==> src/rtl/uart_tx_ctrl_if.sv <==
// uart_tx_ctrl_if: single-cycle memory-mapped request/response bus for the UART transmitter.
//   mem_valid  request strobe (master -> slave)
//   mem_addr   byte address; the slave decodes [3:0]
//   mem_wdata  write data
//   mem_wstrb  byte strobes; nonzero = write, zero = read
//   mem_rdata  read data, valid while mem_ready=1 (slave -> master)
//   mem_ready  one-cycle response strobe (slave -> master)
interface uart_tx_ctrl_if;
    logic        mem_valid;
    logic [31:0] mem_addr;
    logic [31:0] mem_wdata;
    logic [3:0]  mem_wstrb;
    logic [31:0] mem_rdata;
    logic        mem_ready;
    modport master (output mem_valid, mem_addr, mem_wdata, mem_wstrb, input mem_rdata, mem_ready);
    modport slave  (input mem_valid, mem_addr, mem_wdata, mem_wstrb, output mem_rdata, mem_ready);
endinterface

==> src/rtl/uart_tx_ctrl.sv <==
// uart_tx_ctrl: memory-mapped 8N1 UART transmitter with a transmit FIFO and a drain interrupt.
//   clk_i   system clock
//   rst_ni  asynchronous active-low reset
//   bus     slave side of the request/response bus (0x0 data/status, 0x8 irq enable)
//   tx_o    serial output, idle high, LSB first
//   irq_o   level interrupt: enabled, FIFO empty and shifter idle
module uart_tx_ctrl #(
    parameter int clk_divider_bit = 8680,
    parameter int fifo_depth      = 4
) (
    input  logic           clk_i,
    input  logic           rst_ni,
    uart_tx_ctrl_if.slave  bus,
    output logic           tx_o,
    output logic           irq_o
);
    localparam int aw = $clog2(fifo_depth);
    localparam int cw = $clog2(clk_divider_bit);
    typedef enum logic [1:0] {IDLE, START, DATA, STOP} state_t;
    state_t        state_q;
    logic [cw-1:0] cnt_q;
    logic [2:0]    idx_q;
    logic [7:0]    shift_q;
    logic          tx_q;
    logic [7:0]    fifo_q [fifo_depth];
    logic [aw-1:0] rd_ptr_q, wr_ptr_q;
    logic [aw:0]   count_q, count_d;
    logic          pend_q, pend_d;
    logic [7:0]    pend_data_q, push_data;
    logic          ready_q, ready_d;
    logic [31:0]   rdata_q, rdata_d, rd_val;
    logic          irq_en_q, irq_en_d, irq_q, irq_d;
    logic          sel_data, sel_irq, is_wr, data_wr;
    logic          fifo_empty, fifo_full, busy, pop, push_req, push, cnt_last;
    logic          unused_bits;
    assign unused_bits = ^{bus.mem_addr[31:4], bus.mem_wdata[31:8]};
    always_comb begin
        sel_data   = bus.mem_addr[3:0] == 4'h0;
        sel_irq    = bus.mem_addr[3:0] == 4'h8;
        is_wr      = |bus.mem_wstrb;
        data_wr    = bus.mem_valid & is_wr & sel_data & bus.mem_wstrb[0];
        fifo_empty = count_q == '0;
        fifo_full  = count_q == (aw+1)'(fifo_depth);
        busy       = state_q != IDLE;
        pop        = ~busy & ~fifo_empty;
        // a stalled write retries every cycle; it may land in the same cycle the shifter frees a slot
        push_req   = pend_q | data_wr;
        push       = push_req & (~fifo_full | pop);
        push_data  = pend_q ? pend_data_q : bus.mem_wdata[7:0];
        pend_d     = push_req & ~push;
        count_d    = count_q + (aw+1)'(push) - (aw+1)'(pop);
        rd_val     = sel_data ? {29'b0, fifo_full, fifo_empty, busy} : sel_irq ? {31'b0, irq_en_q} : 32'b0;
        ready_d    = push | (bus.mem_valid & ~data_wr);
        rdata_d    = (bus.mem_valid & ~is_wr) ? rd_val : 32'b0;
        irq_en_d   = (bus.mem_valid & is_wr & sel_irq) ? bus.mem_wdata[0] : irq_en_q;
        irq_d      = irq_en_q & fifo_empty & ~busy;
        cnt_last   = cnt_q == cw'(clk_divider_bit - 1);
    end
    always_ff @(posedge clk_i or negedge rst_ni) begin
        if (!rst_ni) begin
            rd_ptr_q    <= '0;
            wr_ptr_q    <= '0;
            count_q     <= '0;
            pend_q      <= 1'b0;
            pend_data_q <= '0;
            ready_q     <= 1'b0;
            rdata_q     <= '0;
            irq_en_q    <= 1'b0;
            irq_q       <= 1'b0;
        end else begin
            rd_ptr_q    <= pop ? rd_ptr_q + aw'(1) : rd_ptr_q;
            wr_ptr_q    <= push ? wr_ptr_q + aw'(1) : wr_ptr_q;
            count_q     <= count_d;
            pend_q      <= pend_d;
            pend_data_q <= push_data;
            ready_q     <= ready_d;
            rdata_q     <= rdata_d;
            irq_en_q    <= irq_en_d;
            irq_q       <= irq_d;
        end
    end
    always_ff @(posedge clk_i) begin
        if (push) fifo_q[wr_ptr_q] <= push_data;
    end
    // tx is registered alongside the state so each level lasts exactly clk_divider_bit cycles
    always_ff @(posedge clk_i or negedge rst_ni) begin
        if (!rst_ni) begin
            state_q <= IDLE;
            cnt_q   <= '0;
            idx_q   <= '0;
            shift_q <= '0;
            tx_q    <= 1'b1;
        end else begin
            case (state_q)
                IDLE: begin
                    tx_q <= ~pop;
                    if (pop) begin
                        state_q <= START;
                        shift_q <= fifo_q[rd_ptr_q];
                        cnt_q   <= '0;
                    end
                end
                START: begin
                    cnt_q <= cnt_last ? '0 : cnt_q + cw'(1);
                    if (cnt_last) begin
                        state_q <= DATA;
                        idx_q   <= '0;
                        tx_q    <= shift_q[0];
                    end
                end
                DATA: begin
                    cnt_q <= cnt_last ? '0 : cnt_q + cw'(1);
                    if (cnt_last) begin
                        idx_q   <= idx_q + 3'd1;
                        state_q <= (idx_q == 3'd7) ? STOP : DATA;
                        tx_q    <= (idx_q == 3'd7) ? 1'b1 : shift_q[idx_q + 3'd1];
                    end
                end
                STOP: begin
                    cnt_q   <= cnt_last ? '0 : cnt_q + cw'(1);
                    state_q <= cnt_last ? IDLE : STOP;
                end
                default: state_q <= IDLE;
            endcase
        end
    end
    assign bus.mem_ready = ready_q;
    assign bus.mem_rdata = rdata_q;
    assign tx_o          = tx_q;
    assign irq_o         = irq_q;
endmodule

==> src/flat_wrapper.sv <==
// flat-port wrapper written by rule: the top's interface ports become plain ports
module uart_tx_ctrl_flat 
#(
    parameter int clk_divider_bit = 8680,
    parameter int fifo_depth      = 4
)
  (clk_i, rst_ni, tx_o, irq_o, bus_mem_valid, bus_mem_addr, bus_mem_wdata, bus_mem_wstrb, bus_mem_rdata, bus_mem_ready);
  uart_tx_ctrl_if bus_i ();
  input  logic clk_i;
  input  logic rst_ni;
  output logic tx_o;
  output logic irq_o;
  input wire logic [$bits(bus_i.mem_valid)-1:0] bus_mem_valid;
  input wire logic [$bits(bus_i.mem_addr)-1:0] bus_mem_addr;
  input wire logic [$bits(bus_i.mem_wdata)-1:0] bus_mem_wdata;
  input wire logic [$bits(bus_i.mem_wstrb)-1:0] bus_mem_wstrb;
  output wire logic [$bits(bus_i.mem_rdata)-1:0] bus_mem_rdata;
  output wire logic [$bits(bus_i.mem_ready)-1:0] bus_mem_ready;
  assign bus_i.mem_valid = bus_mem_valid;
  assign bus_i.mem_addr = bus_mem_addr;
  assign bus_i.mem_wdata = bus_mem_wdata;
  assign bus_i.mem_wstrb = bus_mem_wstrb;
  assign bus_mem_rdata = bus_i.mem_rdata;
  assign bus_mem_ready = bus_i.mem_ready;
  uart_tx_ctrl #(.clk_divider_bit(clk_divider_bit), .fifo_depth(fifo_depth)) u_core (.clk_i(clk_i), .rst_ni(rst_ni), .bus(bus_i), .tx_o(tx_o), .irq_o(irq_o));
endmodule
==> config.mk <==
export PLATFORM = sky130hd
export DESIGN_NAME = uart_tx_ctrl_flat
export DESIGN_NICKNAME = d
export VERILOG_FILES = /design/src/rtl/uart_tx_ctrl_if.sv /design/src/rtl/uart_tx_ctrl.sv /design/src/flat_wrapper.sv
export SDC_FILE = /design/constraint.sdc
export NUM_CORES = 1
export LEC_CHECK = 0
export ABC_AREA = 0
export CAP_MARGIN = 25
export CORE_MARGIN = 4
export CORE_UTILIZATION = 65
export CTS_BUF_LIST = sky130_fd_sc_hd__clkbuf_2
export CTS_CLUSTER_DIAMETER = 80
export DETAILED_ROUTE_END_ITERATION = 16
export DONT_BUFFER_PORTS = 1
export PLACE_DENSITY = 0.83
export SLEW_MARGIN = 20
export SYNTH_ARGS = -nofsm -noshare
export SYNTH_HDL_FRONTEND = slang
export SYNTH_SLANG_ARGS = --single-unit
==> constraint.sdc <==
create_clock -name clk_i -period 3.3 [get_ports clk_i]
set_clock_uncertainty 0.15 [all_clocks]
set_input_delay 0.495 -clock clk_i [delete_from_list [all_inputs] [get_ports clk_i]]
set_output_delay 0.495 -clock clk_i [all_outputs]
set_load 0.01 [all_outputs]
==> impl_metrics.csv <==
group,metric,value,unit
run_status,outcome,"finished, final reports clean",
synthesis,synth-main-ff-cell,"dfrtp_1",
critical_path,cp.arrival,3040,ps
critical_path,start_kind,"flip-flop",
clocking,clockRootBuffer,"clkbuf_2",
layout,nets,427,
power_and_ir_drop,peakVddDrop,379,µV
floorplan,core-area,5920,µm²
layout,diodes,0,
clocking,cts_buffers,9,
clocking,cts.sinks,82,
clocking,cts_resized,0,
synthesis,yosys.area.top_type,"dfrtp_1",
critical_path,r2r_end,"u_core.count_q[2]",
floorplan,die-area,7440,µm²
synthesis,yosysTopAreaCellShare,30.8,%
clocking,clk_pin_slew,240,ps
clocking,cts_buffer_depth,2,
critical_path,path_max_fanout,7,
synthesis,syn_avg_cell_area,12.4,µm²
global_routing,grt_overflow,0,
critical_path,path_class,"flip-flop to flip-flop",
sta,period_share,82.5,%
drt,drtAntennaViolNets,0,
drt,wl_per_cell,16.7,µm
placement,gp_congestion,0.768,
synthesis,syn_inst,322,
power_and_ir_drop,p_leak,1.78,nW
critical_path,ff2ff_path_depth,11,
drt,postRouteWirelength,7040,µm
synthesis,synth_area_leaders,"dfrtp_1 (31%), edfxtp_1 (24%), buf_4 (5.8%)",
floorplan,start_util,67.2,%
sta,fmax,0.367,GHz
clocking,h-tree-depth,3,
synthesis,synth-edff-count,32,
drt,dr_total_vias,2415,
synthesis,synthTopCellsByCount,"dfrtp_1 (49), nand2_1 (37), edfxtp_1 (32)",
sta,hold_viol_final,0,
global_routing,antenna_found_initial,0,
layout,final_area,4250,µm²
critical_path,end_kind,"flip-flop",
layout,drive_above_1_share,15.3,%
global_routing,grt.total_usage,20.7,%
sta,setup-violations-final,0,
power_and_ir_drop,p_per_area,695,nW/µm²
sta,worst_slew_pin_slew,591,ps
worst_hold_path,holdCritPathClass,"input port to flip-flop",
synthesis,ys_seq_elements,82,
global_routing,grt_pass1_wl,11900,µm
sta,setup_tns,0,ps
critical_path,cp_data_required_time,3620,ps
critical_path,r2r_start,"u_core.state_q[0]",
sta,rsz0062_at_grt,"no",
sta,drv_slew,0,
sta,slew_headroom,60.5,%
floorplan,die_h,86.3,µm
critical_path,cp-endpoint,"u_core.count_q[2]",
clocking,cts_tree,"built",
clocking,worstSkewPairLatency,520,ps
floorplan,die_w,86.3,µm
floorplan,io_pins,106,
drt,drtIter0Drc,175,
drt,viasPerCell,5.74,
synthesis,netlist_area,3980,µm²
global_routing,grt_max_degree,51,
synthesis,yosys_warnings,0,
clocking,postCtsSetupBuffers,0,
synthesis,yosysMostFrequentCell,"dfrtp_1",
layout,areaGrowthSynthToFinish,6.69,%
drt,drc,0,
synthesis,synth-async-reset-ratio,61.0,%
placement,hpwlAfterDp,4500,µm
drt,drt_pass1_iterations,5,
synthesis,synth_seq_area_share,55.6,%
flow_run,drv_cap,0,
critical_path,cp-startpoint,"u_core.state_q[0]",
sta,holdWs,47.7,ps
placement,place_area,3910,µm²
placement,io_buffers,0,
floorplan,rows,28,
sta,layout_min_cycle_time,2720,ps
synthesis,ys_types,54,
global_routing,grt_pass1_vias,2474,
critical_path,regToRegSetupSlack,580,ps
worst_hold_path,min_path_cells,2,
[final cells by class]
| cell class | instances | area, µm² |
|---|---|---|
| Inverter | 15 | 56.3 |
| Clock inverter | 7 | 109 |
| Timing Repair Buffer | 21 | 218 |
| Fill cell | 379 | 1670 |
| Tap cell | 75 | 93.8 |
| Sequential cell | 82 | 2210 |
| Multi-Input combinational cell | 212 | 1510 |
| Clock buffer | 9 | 45.0 |
[power breakdown]
group	leakage, nW	switching (mW)	internal (mW)
logic	0.766	0.474	0.425
registers	0.922	0.198	1.22
clock network	0.0905	0.371	0.268
[routing by layer]
layer  vias to the layer above  track usage (%)  wire, µm
li1                       1136                -         -
met1                      1187             27.9      2950
met2                        86             33.4      3570
met3                         6             4.56       445
met4                         0             7.93        70
met5                         -                0         0
[metrics by stage]
| stage | std cells | power (mW) | worst slack [ps] | utilization (%) |
|---|---|---|---|---|
| final | 421 | 2.95 | 578 | 71.7 |
| after detailed placement | 388 | 2.30 | 664 | 66.0 |
| after global routing | 421 | 3.17 | 405 | 71.7 |
| after floorplan | 350 | 2.13 | 612 | - |
| after CTS | 420 | 2.96 | 642 | 71.6 |
| after global placement | 388 | 2.24 | 769 | 66.0 |
[state kept, by name, summed over array words and instances, names as in the netlist]
register	flops
u_core.bus.mem_ready	1
u_core.bus.mem_rdata	3
u_core.shift_q	8
u_core.irq_o	1
u_core.wr_ptr_q	2
u_core.fifo_q	32
u_core.rd_ptr_q	2
u_core.irq_en_q	1
u_core.state_q	2
u_core.pend_q	1
u_core.count_q	3
u_core.idx_q	3
u_core.tx_o	1
u_core.pend_data_q	8
u_core.cnt_q	14
[kinds of logic after synthesis]
| family | count (synthesis) | share of synthesized area (%) |
|---|---|---|
| other | 1 | 0.0942 |
| xor gates and xnor gates | 5 | 1.10 |
| and+or+nand+nor | 94 | 12.7 |
| DFF | 82 | 55.6 |
| muxes | 26 | 9.77 |
| buffers and inverters | 56 | 9.05 |
| AOI/OAI and AO/OA | 43 | 6.82 |
| adders and majority gates | 15 | 4.90 |
[cells in the final DEF, fill, tap and decap left out, types with 3 or more instances in the layout]
| master | instances |
|---|---|
| nor3_1 | 6 |
| a21oi_1 | 11 |
| nor2_1 | 11 |
| edfxtp_1 | 32 |
| dfrtp_1 | 49 |
| xnor2_1 | 5 |
| mux2_2 | 13 |
| and4_1 | 3 |
| mux2i_1 | 4 |
| o21ai_0 | 8 |
| buf_4 | 4 |
| a31oi_1 | 5 |
| mux4_2 | 9 |
| and2_1 | 7 |
| clkbuf_2 | 9 |
| ha_1 | 14 |
| conb_1 | 29 |
| a22o_1 | 4 |
| o22ai_1 | 4 |
| dlygate4sd3_1 | 16 |
| inv_1 | 14 |
| nand2_1 | 37 |
| nand3_1 | 11 |
[worst max-delay path, cell delays in order, from the launching register on]
cell,delay [ps]
dfrtp_1,460
inv_1,110
ha_1,320
o31ai_1,150
clkinv_1,160
ha_1,310
inv_1,60
ha_1,150
inv_1,50
fa_1,380
xnor2_1,230
xnor2_1,140
[worst min-delay path by stage]
stage	start	to	slack [ps]
6_report	bus_mem_addr[3]	u_core.irq_en_q	50
5_1_grt	bus_mem_addr[3]	u_core.irq_en_q	1
4_1_cts	bus_mem_wdata[1]	u_core.pend_data_q[1]	3
3_5_place_dp	rst_ni	u_core.cnt_q[11]	50
3_3_place_gp	rst_ni	u_core.cnt_q[12]	50
2_1_floorplan	rst_ni	u_core.bus.mem_rdata[0]	50
[what timing repair did]
action                     CTS  global route
setup endpoints to repair    0             0
hold endpoints to repair    62             1
hold buffers                16             1
(Power assumes the default switching activity.)
